$ cat src/rtl/mc_ctrl_if.sv
// Control bus between the multi-cycle controller and its datapath: instruction
// fields and flags in, load enables and mux selects out.
interface mc_ctrl_if;
    logic [5:0] opcode;
    logic [5:0] funct;
    logic       zero;
    logic       mem_ready;
    logic       pc_wr;
    logic       ir_wr;
    logic [1:0] npc_sel;
    logic       reg_wr;
    logic [1:0] reg_dst;
    logic       alu_src;
    logic [1:0] alu_op;
    logic [1:0] ext_op;
    logic       mem_wr;
    logic [1:0] mem_to_reg;
    logic       illegal;
    logic [3:0] state;

    modport master (
        input  opcode, funct, zero, mem_ready,
        output pc_wr, ir_wr, npc_sel, reg_wr, reg_dst, alu_src, alu_op,
               ext_op, mem_wr, mem_to_reg, illegal, state
    );

    modport slave (
        output opcode, funct, zero, mem_ready,
        input  pc_wr, ir_wr, npc_sel, reg_wr, reg_dst, alu_src, alu_op,
               ext_op, mem_wr, mem_to_reg, illegal, state
    );
endinterface

$ cat src/rtl/mc_ctrl.sv
// Moore-style multi-cycle controller for a small MIPS subset (lw/sw/addu/subu/
// ori/lui/beq/j/jal). Outputs decode from the state and the captured instruction.
module mc_ctrl (
    input  logic        clk,
    input  logic        reset,
    mc_ctrl_if.master   bus
);

    typedef enum logic [3:0] {
        S_FETCH = 4'd0,
        S_DCD   = 4'd1,
        S_MA    = 4'd2,
        S_MR    = 4'd3,
        S_MW    = 4'd4,
        S_WBM   = 4'd5,
        S_EXE   = 4'd6,
        S_WBA   = 4'd7,
        S_BR    = 4'd8,
        S_JMP   = 4'd9
    } state_e;

    typedef enum logic [3:0] {
        C_LW, C_SW, C_ADDU, C_SUBU, C_ORI, C_LUI, C_BEQ, C_J, C_JAL, C_ILL
    } iclass_e;

    state_e     state_q, state_d;
    logic [5:0] opcode_q, opcode_d;
    logic [5:0] funct_q, funct_d;
    iclass_e    cur_class_s;
    iclass_e    dcd_class_s;

    logic       pc_wr_s, ir_wr_s, reg_wr_s, mem_wr_s, illegal_s;
    logic [1:0] npc_sel_s, reg_dst_s, alu_op_s, ext_op_s, mem_to_reg_s;
    logic       alu_src_s;

    function automatic iclass_e decode(input logic [5:0] op, input logic [5:0] fn);
        iclass_e c;
        case (op)
            6'b100011: c = C_LW;
            6'b101011: c = C_SW;
            6'b000000: begin
                if (fn == 6'b100001) begin
                    c = C_ADDU;
                end else if (fn == 6'b100011) begin
                    c = C_SUBU;
                end else begin
                    c = C_ILL;
                end
            end
            6'b001101: c = C_ORI;
            6'b001111: c = C_LUI;
            6'b000100: c = C_BEQ;
            6'b000010: c = C_J;
            6'b000011: c = C_JAL;
            default:   c = C_ILL;
        endcase
        return c;
    endfunction

    assign cur_class_s = decode(opcode_q, funct_q);
    // DCD is the cycle the instruction register has just been loaded; its value is what gets captured.
    assign dcd_class_s = decode(bus.opcode, bus.funct);

    // State register and captured instruction fields
    always_ff @(posedge clk or posedge reset) begin
        if (reset) begin
            state_q  <= S_FETCH;
            opcode_q <= 6'd0;
            funct_q  <= 6'd0;
        end else begin
            state_q  <= state_d;
            opcode_q <= opcode_d;
            funct_q  <= funct_d;
        end
    end

    // Next-state and instruction capture
    always_comb begin
        state_d  = S_FETCH;
        opcode_d = opcode_q;
        funct_d  = funct_q;
        case (state_q)
            S_FETCH: state_d = S_DCD;
            S_DCD: begin
                opcode_d = bus.opcode;
                funct_d  = bus.funct;
                case (dcd_class_s)
                    C_LW, C_SW:                  state_d = S_MA;
                    C_ADDU, C_SUBU, C_ORI, C_LUI: state_d = S_EXE;
                    C_BEQ:                       state_d = S_BR;
                    C_J, C_JAL:                  state_d = S_JMP;
                    default:                     state_d = S_FETCH;
                endcase
            end
            S_MA: begin
                if (cur_class_s == C_SW) begin
                    state_d = S_MW;
                end else begin
                    state_d = S_MR;
                end
            end
            S_MR: begin
                if (bus.mem_ready) begin
                    state_d = S_WBM;
                end else begin
                    state_d = S_MR;
                end
            end
            S_MW: begin
                if (bus.mem_ready) begin
                    state_d = S_FETCH;
                end else begin
                    state_d = S_MW;
                end
            end
            S_EXE:   state_d = S_WBA;
            default: state_d = S_FETCH;
        endcase
    end

    // Per-state output decode
    always_comb begin
        pc_wr_s      = 1'b0;
        ir_wr_s      = 1'b0;
        reg_wr_s     = 1'b0;
        mem_wr_s     = 1'b0;
        illegal_s    = 1'b0;
        npc_sel_s    = 2'b00;
        reg_dst_s    = 2'b00;
        alu_src_s    = 1'b0;
        alu_op_s     = 2'b00;
        ext_op_s     = 2'b00;
        mem_to_reg_s = 2'b00;
        case (state_q)
            S_FETCH: begin
                ir_wr_s = 1'b1;
                pc_wr_s = 1'b1;
            end
            S_DCD: illegal_s = (dcd_class_s == C_ILL);
            S_MA: begin
                alu_src_s = 1'b1;
                ext_op_s  = 2'b01;
            end
            S_MW: mem_wr_s = 1'b1;
            S_WBM: begin
                reg_wr_s     = 1'b1;
                mem_to_reg_s = 2'b01;
            end
            S_EXE: begin
                case (cur_class_s)
                    C_SUBU: alu_op_s = 2'b01;
                    C_ORI: begin
                        alu_src_s = 1'b1;
                        alu_op_s  = 2'b10;
                    end
                    C_LUI: begin
                        alu_src_s = 1'b1;
                        ext_op_s  = 2'b10;
                        alu_op_s  = 2'b11;
                    end
                    default: alu_op_s = 2'b00;
                endcase
            end
            S_WBA: begin
                reg_wr_s = 1'b1;
                if (opcode_q == 6'b000000) begin
                    reg_dst_s = 2'b01;
                end else begin
                    reg_dst_s = 2'b00;
                end
            end
            S_BR: begin
                alu_op_s  = 2'b01;
                npc_sel_s = 2'b01;
                pc_wr_s   = bus.zero;
            end
            S_JMP: begin
                pc_wr_s = 1'b1;
                if (cur_class_s == C_JAL) begin
                    npc_sel_s    = 2'b11;
                    reg_wr_s     = 1'b1;
                    reg_dst_s    = 2'b10;
                    mem_to_reg_s = 2'b10;
                end else begin
                    npc_sel_s = 2'b10;
                end
            end
            default: pc_wr_s = 1'b0;
        endcase
    end

    // Reset gates every strobe combinationally so nothing fires while it is held.
    assign bus.pc_wr      = pc_wr_s   & ~reset;
    assign bus.ir_wr      = ir_wr_s   & ~reset;
    assign bus.reg_wr     = reg_wr_s  & ~reset;
    assign bus.mem_wr     = mem_wr_s  & ~reset;
    assign bus.illegal    = illegal_s & ~reset;
    assign bus.npc_sel    = npc_sel_s;
    assign bus.reg_dst    = reg_dst_s;
    assign bus.alu_src    = alu_src_s;
    assign bus.alu_op     = alu_op_s;
    assign bus.ext_op     = ext_op_s;
    assign bus.mem_to_reg = mem_to_reg_s;
    assign bus.state      = state_q;

endmodule

$ cat src/flat_wrapper.sv
// flat-port wrapper written by rule: the top's interface ports become plain ports
module mc_ctrl_flat 
  (clk, reset, bus_opcode, bus_funct, bus_zero, bus_mem_ready, bus_pc_wr, bus_ir_wr, bus_npc_sel, bus_reg_wr, bus_reg_dst, bus_alu_src, bus_alu_op, bus_ext_op, bus_mem_wr, bus_mem_to_reg, bus_illegal, bus_state);
  mc_ctrl_if bus_i ();
  input  logic clk;
  input  logic reset;
  input wire logic [$bits(bus_i.opcode)-1:0] bus_opcode;
  input wire logic [$bits(bus_i.funct)-1:0] bus_funct;
  input wire logic [$bits(bus_i.zero)-1:0] bus_zero;
  input wire logic [$bits(bus_i.mem_ready)-1:0] bus_mem_ready;
  output wire logic [$bits(bus_i.pc_wr)-1:0] bus_pc_wr;
  output wire logic [$bits(bus_i.ir_wr)-1:0] bus_ir_wr;
  output wire logic [$bits(bus_i.npc_sel)-1:0] bus_npc_sel;
  output wire logic [$bits(bus_i.reg_wr)-1:0] bus_reg_wr;
  output wire logic [$bits(bus_i.reg_dst)-1:0] bus_reg_dst;
  output wire logic [$bits(bus_i.alu_src)-1:0] bus_alu_src;
  output wire logic [$bits(bus_i.alu_op)-1:0] bus_alu_op;
  output wire logic [$bits(bus_i.ext_op)-1:0] bus_ext_op;
  output wire logic [$bits(bus_i.mem_wr)-1:0] bus_mem_wr;
  output wire logic [$bits(bus_i.mem_to_reg)-1:0] bus_mem_to_reg;
  output wire logic [$bits(bus_i.illegal)-1:0] bus_illegal;
  output wire logic [$bits(bus_i.state)-1:0] bus_state;
  assign bus_i.opcode = bus_opcode;
  assign bus_i.funct = bus_funct;
  assign bus_i.zero = bus_zero;
  assign bus_i.mem_ready = bus_mem_ready;
  assign bus_pc_wr = bus_i.pc_wr;
  assign bus_ir_wr = bus_i.ir_wr;
  assign bus_npc_sel = bus_i.npc_sel;
  assign bus_reg_wr = bus_i.reg_wr;
  assign bus_reg_dst = bus_i.reg_dst;
  assign bus_alu_src = bus_i.alu_src;
  assign bus_alu_op = bus_i.alu_op;
  assign bus_ext_op = bus_i.ext_op;
  assign bus_mem_wr = bus_i.mem_wr;
  assign bus_mem_to_reg = bus_i.mem_to_reg;
  assign bus_illegal = bus_i.illegal;
  assign bus_state = bus_i.state;
  mc_ctrl u_core (.clk(clk), .reset(reset), .bus(bus_i));
endmodule
$ cat config.mk
export PLATFORM = sky130hd
export DESIGN_NAME = mc_ctrl_flat
export DESIGN_NICKNAME = d
export VERILOG_FILES = /design/src/rtl/mc_ctrl_if.sv /design/src/rtl/mc_ctrl.sv /design/src/flat_wrapper.sv
export SDC_FILE = /design/constraint.sdc
export NUM_CORES = 1
export LEC_CHECK = 0
export BUFFER_PORTS_ARGS = -buffer_cell sky130_fd_sc_hd__buf_4
export CAP_MARGIN = 20
export CORE_ASPECT_RATIO = 0.9
export CORE_UTILIZATION = 30
export CTS_CLUSTER_SIZE = 28
export DETAILED_ROUTE_END_ITERATION = 16
export PLACE_DENSITY = 0.51
export SETUP_SLACK_MARGIN = 0.4
export SYNTH_ARGS = -nofsm -noshare
export SYNTH_HDL_FRONTEND = slang
export SYNTH_SLANG_ARGS = --single-unit
$ cat constraint.sdc
create_clock -name clk -period 2.41 [get_ports clk]
set_input_delay 0.3615 -clock clk [delete_from_list [all_inputs] [get_ports clk]]
set_output_delay 0.3615 -clock clk [all_outputs]
set_load 0.05 [all_outputs]
==> out/results.ini, run 1 <==
[run_status]
status = finished, violations left
violations = DRC, setup timing

[logic_synthesis]
synth_seq_cells = 16
synth_top_area_share_pct = 30.9
synth_edf_count = 0
synth_area_per_cell_um2 = 8.86
syn_inst = 146
ys_types = 50
yosys.area.top_type = dfrtp_1
synth.area.top_cells = dfrtp_1, mux2_2, nor3_1
syn_nets = 164
ys_async_sr_fraction_pct = 100
synthFlopType = dfrtp_1
seq_area_frac_synth_pct = 30.9
yosysWarnings = 0
netlist_area_mm2 = 0.00129

[die]
ioPinCount = 36
dieArea_mm2 = 0.00458
die_w_um = 71.2
initial_core_util_pct = 31.5
fp.coreArea_mm2 = 0.00410
rows = 22
die_y_um = 64.3

[power_and_ir_drop]
p_total_mw = 2.31
peakVddDrop_v = 0.000383
p_leak_nw = 0.906
pwr_density_cell_mw_per_mm2 = 1090

[critical_path]
r2r_start = u_core.opcode_q[2]
max_stage_delay_ns = 0.44
required_ns = 2.05
ff2ff_path_depth = 6
cpMaxStageDelayCell = dfrtp_2
reg2reg_setup_slack_ns = 0.81
crit_family = compound AO/OA/AOI/OAI gates
end_kind = output pin
start_kind = register
path_class = register to output pin
crit_path_max_fanout = 6
rr_endpoint = u_core.bus.state[1]
path_cells = and4b_4, o31a_1, a2111oi_4, nand3_4, a21oi_4, buf_6
cp_num_buf_inv = 1
arrival_ns = 2.06

[place]
place_inst = 222
numPortBuffers = 35
placed_cell_area_mm2 = 0.00171
hpwl_mm = 2.66
gp_congestion = 0.804

[sta]
rsz0062_at_grt = yes
setup-tns-final_ns = -0.00806
skew_ns = 0.00177
setup_viol = 1
postLayoutSetupSlackWorst_ns = -0.00806
timing.final.crit_share_pct = 100
hold_violations = 0
fmax_mhz = 414
worst_pin_slew_ns = 0.627
min_period_ns = 2.42
slew_viol_final = 0
timing.slew.headroom_pct = 58.1

[clock_network]
cts_tree = done
cts_root_buf = clkbuf_8
cts_sinks = 16
cts_buffer_depth = 2
htreeDepth = 1
worstSkewPairLatency_ns = 0.25
cts_buffers = 3
path_clk_slew_ns = 0.06

[detailed_routing]
route.detailed.drc = 3
wl_per_cell_um = 15.2
ant_nets = 0
num_vias = 1350
dr.pass1.iters = 13
viasPerCell = 5.38
wl_mm = 3.81
drt-initial-drc-count = 37

[layout]
fin_nets = 222
fin_area_mm2 = 0.00212
final_common_cell = buf_4
stdcell_count = 251
diodes = 0
drive_gt1_share_pct = 60.6
syn_to_final_growth_pct = 63.7
final_cell_mix = buf_4, mux2_2, buf_6

[run]
drv_cap = 0

[hold_path]
hold_class = input port to async pin

[global_routing]
grt_pass1_wl_mm = 6.33
grt_usage_pct = 17.8
grt-ovfl-total = 0
grt_start_max_net_pins = 17
grt_pass1_vias = 1309
grt_antenna_before_repair = 0

## worst max-delay path by stage
stage	startpoint	endpoint	slack (ns)	depth (start not counted)
after floorplan	u_core.bus.state[1]	bus_reg_dst[1]	-0.10	7
after global placement	u_core.opcode_q[5]	bus_reg_wr	0.20	6
after detailed placement	u_core.opcode_q[5]	bus_reg_wr	0.17	6
after CTS	u_core.opcode_q[2]	bus_reg_wr	-0.02	6
after global routing	u_core.opcode_q[2]	bus_reg_wr	-0.11	6
final	u_core.opcode_q[2]	bus_reg_wr	-0.008	6
## report_power, final
group / switching, mW / internal [mW] / leakage (nW) / total, mW
clock network: 0.0955 / 0.145 / 0.0288 / 0.241
registers: 0.153 / 0.407 / 0.182 / 0.560
logic: 0.757 / 0.755 / 0.695 / 1.51
total: 1.01 / 1.31 / 0.906 / 2.31
## what timing repair did
action                     CTS  global route
setup endpoints to repair   10            10
setup buffers               21             4
gates resized for setup     27            13
hold buffers                 0             0
pin swaps                    5             8
## logic make-up (layout without fill, tap and decap cells)
group | count (synthesis) | count (layout) | synth area share (%)
simple gates | 70 | 70 | 31.6
mux | 14 | 14 | 12.1
flops | 16 | 16 | 30.9
xor+xnor | 1 | 1 | 0.677
buf+inv | 16 | 73 | 6.09
compound gates | 27 | 27 | 16.6
fa+ha+maj | 2 | 2 | 1.93
## layer usage
metal  wire [µm]  up-vias  global-route usage (%)
met2        1770       41                    28.2
met4          74        0                    8.00
met5           0        -                       0
met3         164        6                    2.37
li1            -      655                       -
met1        1800      648                    24.2
## cell type report
class,instances,area [µm²]
fill,375,1980
inverter,3,15.0
sequential,16,412
timing repair buffer,66,583
clock buffer,4,55.1
multi-input combinational,114,993
tap,48,60.1
## flip-flops by register name, indices dropped and copies added, names as in the netlist
name	count
u_core.bus.state	4
u_core.funct_q	6
u_core.opcode_q	6
## worst reg2reg max path, cell delays in order (launching register included)
cell      delay, ns
dfrtp_2        0.44
buf_4          0.15
nand3b_1       0.19
nor4_1         0.37
o22ai_1        0.14
nand3b_1       0.11
o21ai_0        0.08
## cells in the mapped netlist, types with 2 or more instances
| library cell | instances |
|---|---|
| nor2_1 | 10 |
| a211oi_1 | 2 |
| a22oi_1 | 2 |
| or3_1 | 6 |
| nand2_1 | 10 |
| clkbuf_1 | 5 |
| ha_1 | 2 |
| dfrtp_1 | 16 |
| buf_2 | 6 |
| nand3b_1 | 4 |
| nor2b_1 | 2 |
| inv_1 | 3 |
| and4b_1 | 2 |
| a21oi_1 | 2 |
| o22ai_1 | 3 |
| and2b_1 | 2 |
| nor3_1 | 14 |
| nor4_1 | 4 |
| mux2_2 | 12 |
| nand4b_1 | 2 |
| o21ai_0 | 4 |
| nand2b_1 | 4 |
| nand3_1 | 2 |
## stage by stage
step / hold WS, ns / util, % / setup slack (ns)
floorplan: 0.275 / - / -0.104
detailed placement: 0.486 / 41.8 / 0.166
global route: 0.311 / 51.6 / -0.106
CTS: 0.277 / 49.5 / -0.0235
global placement: 0.476 / 41.8 / 0.200
finish: 0.256 / 51.6 / -0.00806
(Power assumes the default switching activity.)
==> run 2, diff against run 1 <==
Settings changed: CTS_CLUSTER_DIAMETER from default to 60.
Clock period 2.41 ns to 2.9 ns, I/O delays scaled along.
==> run 2 against run 1 <==
The run ends with DRC left. Global-route usage decreased by 2.0 points. Wire length down 8.4%. Die area unchanged. Via count is 8.4% lower. Flip-flop and latch count stayed put. Sequential power decreased by 14%. Largest cell class unchanged. Largest power group unchanged.
==> out/results.ini, run 2 (synthesis gave the netlist of run 1 again) <==
[critical_path]
path_cells = and4b_4, o31a_1, a2111oi_4, nand3_4, a21oi_4, buf_6
ff2ff_path_depth = 6
cp.depth = 6
crit_path_max_fanout = 4
r2r_start = u_core.opcode_q[2]
arrival_ns = 2.02
worstSetupStartpoint = u_core.opcode_q[2]
start_kind = register
rr_endpoint = u_core.bus.state[1]
cp_num_buf_inv = 1
crit_family = compound AO/OA/AOI/OAI gates
cpMaxStageDelayCell = dfrtp_2
required_ns = 2.47
end_kind = output pin
endpoint = bus_reg_wr
reg2reg_setup_slack_ns = 1.25
max_stage_delay_ns = 0.43
path_class = register to output pin

[power_and_ir_drop]
internal_power_uw = 916
pwr_density_cell_mw_per_mm2 = 920
pwr-share-comb_pct = 59.6
sequentialPowerShare_pct = 28.7
peakVddDrop_v = 0.000334
swShare_pct = 45.3
p_leak_nw = 0.757
power.clock.fraction_pct = 11.7
p_total_mw = 1.67
p_switching_uw = 758

[sta]
rsz0062_at_grt = yes
timing.final.crit_share_pct = 84.7
slew_viol_final = 0
hold_violations = 0
skew_ns = 0.00450
setup_viol = 0
hold_slack_ns = 0.308
timing.slew.headroom_pct = 50.8
worst_pin_slew_ns = 0.719
setup-tns-final_ns = 0
fmax_mhz = 407
min_period_ns = 2.46

[layout]
fillers = 411
final_common_cell = buf_4
final_cell_mix = buf_4, mux2_2, nor2_1
diodes = 0
drive_gt1_share_pct = 49.2
seq_area_um2 = 409
multiInputGateArea_um2 = 907
stdcell_count = 231
final_util_pct = 44.3
syn_to_final_growth_pct = 40.5
fin_nets = 202

[place]
place_inst = 219
gp_congestion = 0.731
hpwl_mm = 2.66
numPortBuffers = 35

[global_routing]
grt-ovfl-total = 0
grt_usage_pct = 15.9
grt_pass1_vias = 1222
grt_antenna_before_repair = 0
grt_pass1_wl_mm = 5.76
grt_start_max_net_pins = 17

[detailed_routing]
route.detailed.drc = 2
drt-initial-drc-count = 41
dr.pass1.iters = 12
wl_mm = 3.49
ant_nets = 0
wl_per_cell_um = 15.1
num_vias = 1236
viasPerCell = 5.35

[clock_network]
path_clk_slew_ns = 0.07
cts_sinks = 16
cts_buffer_depth = 2
cts_buffers = 3
worstSkewPairLatency_ns = 0.25
cts_root_buf = clkbuf_8
cts_tree = done
cts_hold_buf = 0
htreeDepth = 1

[hold_path]
hold_class = input port to async pin

[die]
fp.coreArea_mm2 = 0.00410
dieArea_mm2 = 0.00458
rows = 22
initial_core_util_pct = 31.5
die_w_um = 71.2
die_y_um = 64.3
ioPinCount = 36

[run]
drv_cap = 0

[run_status]
violations = DRC
status = finished, violations left

-- run 2: changes by cell type in the layout (fill, tap and decap cells not counted), sizes merged --
cell | before | now
buf | 66 | 46
-- run 2: worst min path at each step --
stage,startpoint,endpoint,slack [ns],depth (start not counted)
4_1_cts,reset,u_core.opcode_q[1],0.33,2
3_3_place_gp,u_core.funct_q[3],u_core.funct_q[3],0.48,1
5_1_grt,reset,u_core.bus.state[2],0.38,2
6_report,reset,u_core.funct_q[1],0.31,2
3_5_place_dp,u_core.funct_q[3],u_core.funct_q[3],0.49,1
2_1_floorplan,reset,u_core.bus.state[0],0.35,1
-- run 2: layout make-up --
cell class	count	area share, %
clock buffer	4	3.03
multi-input combinational	114	49.9
inverter	3	0.826
timing repair buffer	46	20.4
tap	48	3.30
sequential	16	22.5
-- run 2: repair_timing --
| item | 4_1_cts | 5_1_grt |
|---|---|---|
| setup buffers | 8 | 0 |
| gates resized for setup | 9 | 5 |
| setup endpoints to repair | 5 | 6 |
| pin swaps | 3 | 1 |
| cloned | 0 | 0 |
-- run 2: worst reg2reg max path: cells and delay by family, from the launching register on --
kind / cells / cell delay [ns]
DFF: 1 / 0.43
and+or+nand+nor: 3 / 0.73
AOI/OAI and AO/OA: 2 / 0.24
buffers and inverters: 1 / 0.13
-- run 2: metal layers --
metal	GRT usage [%]	up-vias	part of all wire [%]
met5	0	-	0
met4	4.75	0	0.77
met3	1.89	2	3.1
met2	25.7	24	48
met1	22.0	596	48
li1	-	614	-
-- run 2: power by group through the flow --
stage	clock network [mW]	logic [mW]	registers [mW]
detailed placement	0	0.850	0.513
finish	0.195	0.997	0.481
CTS	0.199	0.988	0.467
floorplan	0	0.723	0.452
global placement	0	0.839	0.502
global route	0.212	1.08	0.500
-- run 2: per-stage QoR --
stage / cell area, µm² / setup slack [ns]
after floorplan: 1400 / 0.295
after global placement: 1660 / 0.552
after detailed placement: 1660 / 0.480
after CTS: 1800 / 0.352
after global routing: 1820 / 0.351
final: 1820 / 0.443
==> run 3, diff against run 2 <==
Clock period 2.9 ns to 2.4 ns, I/O delays scaled along.
==> run 3 against run 2 <==
Core utilization is 7.4 points higher. Highest routed layer unchanged. Setup slack lost 0.55 ns. Clock power is 8% higher. Largest power group unchanged. Design area rose by 17%. Sequential power grew 11%. Register-to-register slack lost 0.47 ns. Via count up 9.2%. The run ends with DRC, setup timing left.
==> out/results.ini, run 3 (synthesis gave the netlist of run 1 again) <==
[run_status]
status = finished, violations left
violations = DRC, setup timing

[global_routing]
grt_pass1_vias = 1258
grt_pass1_wl_mm = 6.02
grt_usage_pct = 16.9
grt_antenna_before_repair = 0
grt-ovfl-total = 0
grt_start_max_net_pins = 17

[clock_network]
path_clk_slew_ns = 0.06
cts_tree = done
cts_buffers = 3
cts_sinks = 16
worstSkewPairLatency_ns = 0.25
cts_buffer_depth = 2
htreeDepth = 1
cts_root_buf = clkbuf_8

[sta]
timing.final.crit_share_pct = 104
hold_violations = 0
postLayoutSetupSlackWorst_ns = -0.103
timing.slew.headroom_pct = 60.2
slew_viol_final = 0
fmax_mhz = 399
rsz0062_at_grt = yes
worst_pin_slew_ns = 0.596
skew_ns = 0.00483
min_period_ns = 2.50
setup_viol = 5

[die]
ioPinCount = 36
dieArea_mm2 = 0.00458
die_y_um = 64.3
initial_core_util_pct = 31.5
die_w_um = 71.2
fp.coreArea_mm2 = 0.00410
rows = 22

[layout]
fin_area_mm2 = 0.00212
final_common_cell = buf_4
diodes = 0
fin_nets = 223
syn_to_final_growth_pct = 63.9
drive_gt1_share_pct = 60.3
final_cell_mix = buf_4, buf_6, mux2_2

[detailed_routing]
dr.pass1.iters = 10
route.detailed.drc = 3
wl_per_cell_um = 15.5
num_vias = 1350
wl_mm = 3.90
drt-initial-drc-count = 50
ant_nets = 0
viasPerCell = 5.36

[power_and_ir_drop]
internal_power_mw = 1.30
peakVddDrop_v = 0.000468
pwr-share-comb_pct = 68.0
p_switching_mw = 1.03
sequentialPowerShare_pct = 22.9
power.clock.fraction_pct = 9.1
swShare_pct = 44.1
p_leak_nw = 0.905
pwr_density_cell_mw_per_mm2 = 1100

[run]
drv_cap = 0

[hold_path]
hold_class = input port to async pin

[place]
dp_slack_ns = 0.138
placed_cell_area_mm2 = 0.00172
gp_congestion = 0.807
hpwl_mm = 2.73
numPortBuffers = 35

[critical_path]
required_ns = 2.04
ff2ff_path_depth = 6
end_kind = output pin
reg2reg_setup_slack_ns = 0.78
path_class = register to output pin
r2r_start = u_core.opcode_q[2]
arrival_ns = 2.14
rr_endpoint = u_core.bus.state[1]
crit_path_max_fanout = 4
start_kind = register

[run 3: worst max-delay path: stages, from the launching register on]
cell       delay [ns]
dfrtp_2          0.43
and4b_1          0.20
o31a_1           0.33
a2111oi_4        0.46
nand3_4          0.16
a21oi_4          0.15
buf_6            0.17
[run 3: power groups by stage]
stage	sequential (mW)	combinational, mW	clock [mW]
2_1_floorplan	0.552	0.925	0
3_3_place_gp	0.605	1.07	0
3_5_place_dp	0.617	1.09	0
4_1_cts	0.528	1.39	0.209
5_1_grt	0.552	1.69	0.223
6_report	0.532	1.58	0.211
[run 3: cell type report]
cell class / instances / area (µm²)
repair buffers: 67 / 579
flip-flops and latches: 16 / 412
well taps: 48 / 60.1
multi-input cells: 114 / 1010
fillers: 374 / 1980
inverters: 3 / 15.0
clock buffers: 4 / 45.0
[run 3: worst max-delay path by stage]
stage,start,endpoint,slack [ns]
floorplan,u_core.bus.state[1],bus_reg_dst[1],-0.11
global placement,u_core.opcode_q[5],bus_reg_wr,0.19
detailed placement,u_core.opcode_q[5],bus_reg_wr,0.14
CTS,u_core.opcode_q[5],bus_reg_wr,-0.11
global route,u_core.opcode_q[3],bus_reg_wr,-0.20
finish,u_core.opcode_q[0],bus_reg_wr,-0.10
[run 3: routing by layer]
| layer | vias to the layer above | track usage (%) | part of all wire, % |
|---|---|---|---|
| li1 | 657 | - | - |
| met4 | 0 | 6.00 | 1.8 |
| met5 | - | 0 | 0 |
| met3 | 8 | 1.74 | 3.3 |
| met2 | 33 | 27.5 | 47 |
| met1 | 652 | 23.0 | 47 |
[run 3: what timing repair did]
item,CTS,global route
setup buffers,14,11
setup endpoints to repair,10,13
hold buffers,0,0
gates cloned,0,0
gates resized for setup,30,15
pin swaps,6,8
[run 3: metrics by stage]
stage / power [mW] / utilization (%) / hold WS (ns) / cells / setup TNS [ns]
after floorplan: 1.48 / - / 0.273 / 146 / -0.212
after global placement: 1.68 / 41.9 / 0.476 / 223 / 0
after detailed placement: 1.70 / 41.9 / 0.483 / 223 / 0
after CTS: 2.13 / 48.2 / 0.272 / 241 / -0.308
after global routing: 2.46 / 51.7 / 0.311 / 252 / -0.778
final: 2.33 / 51.7 / 0.246 / 252 / -0.296
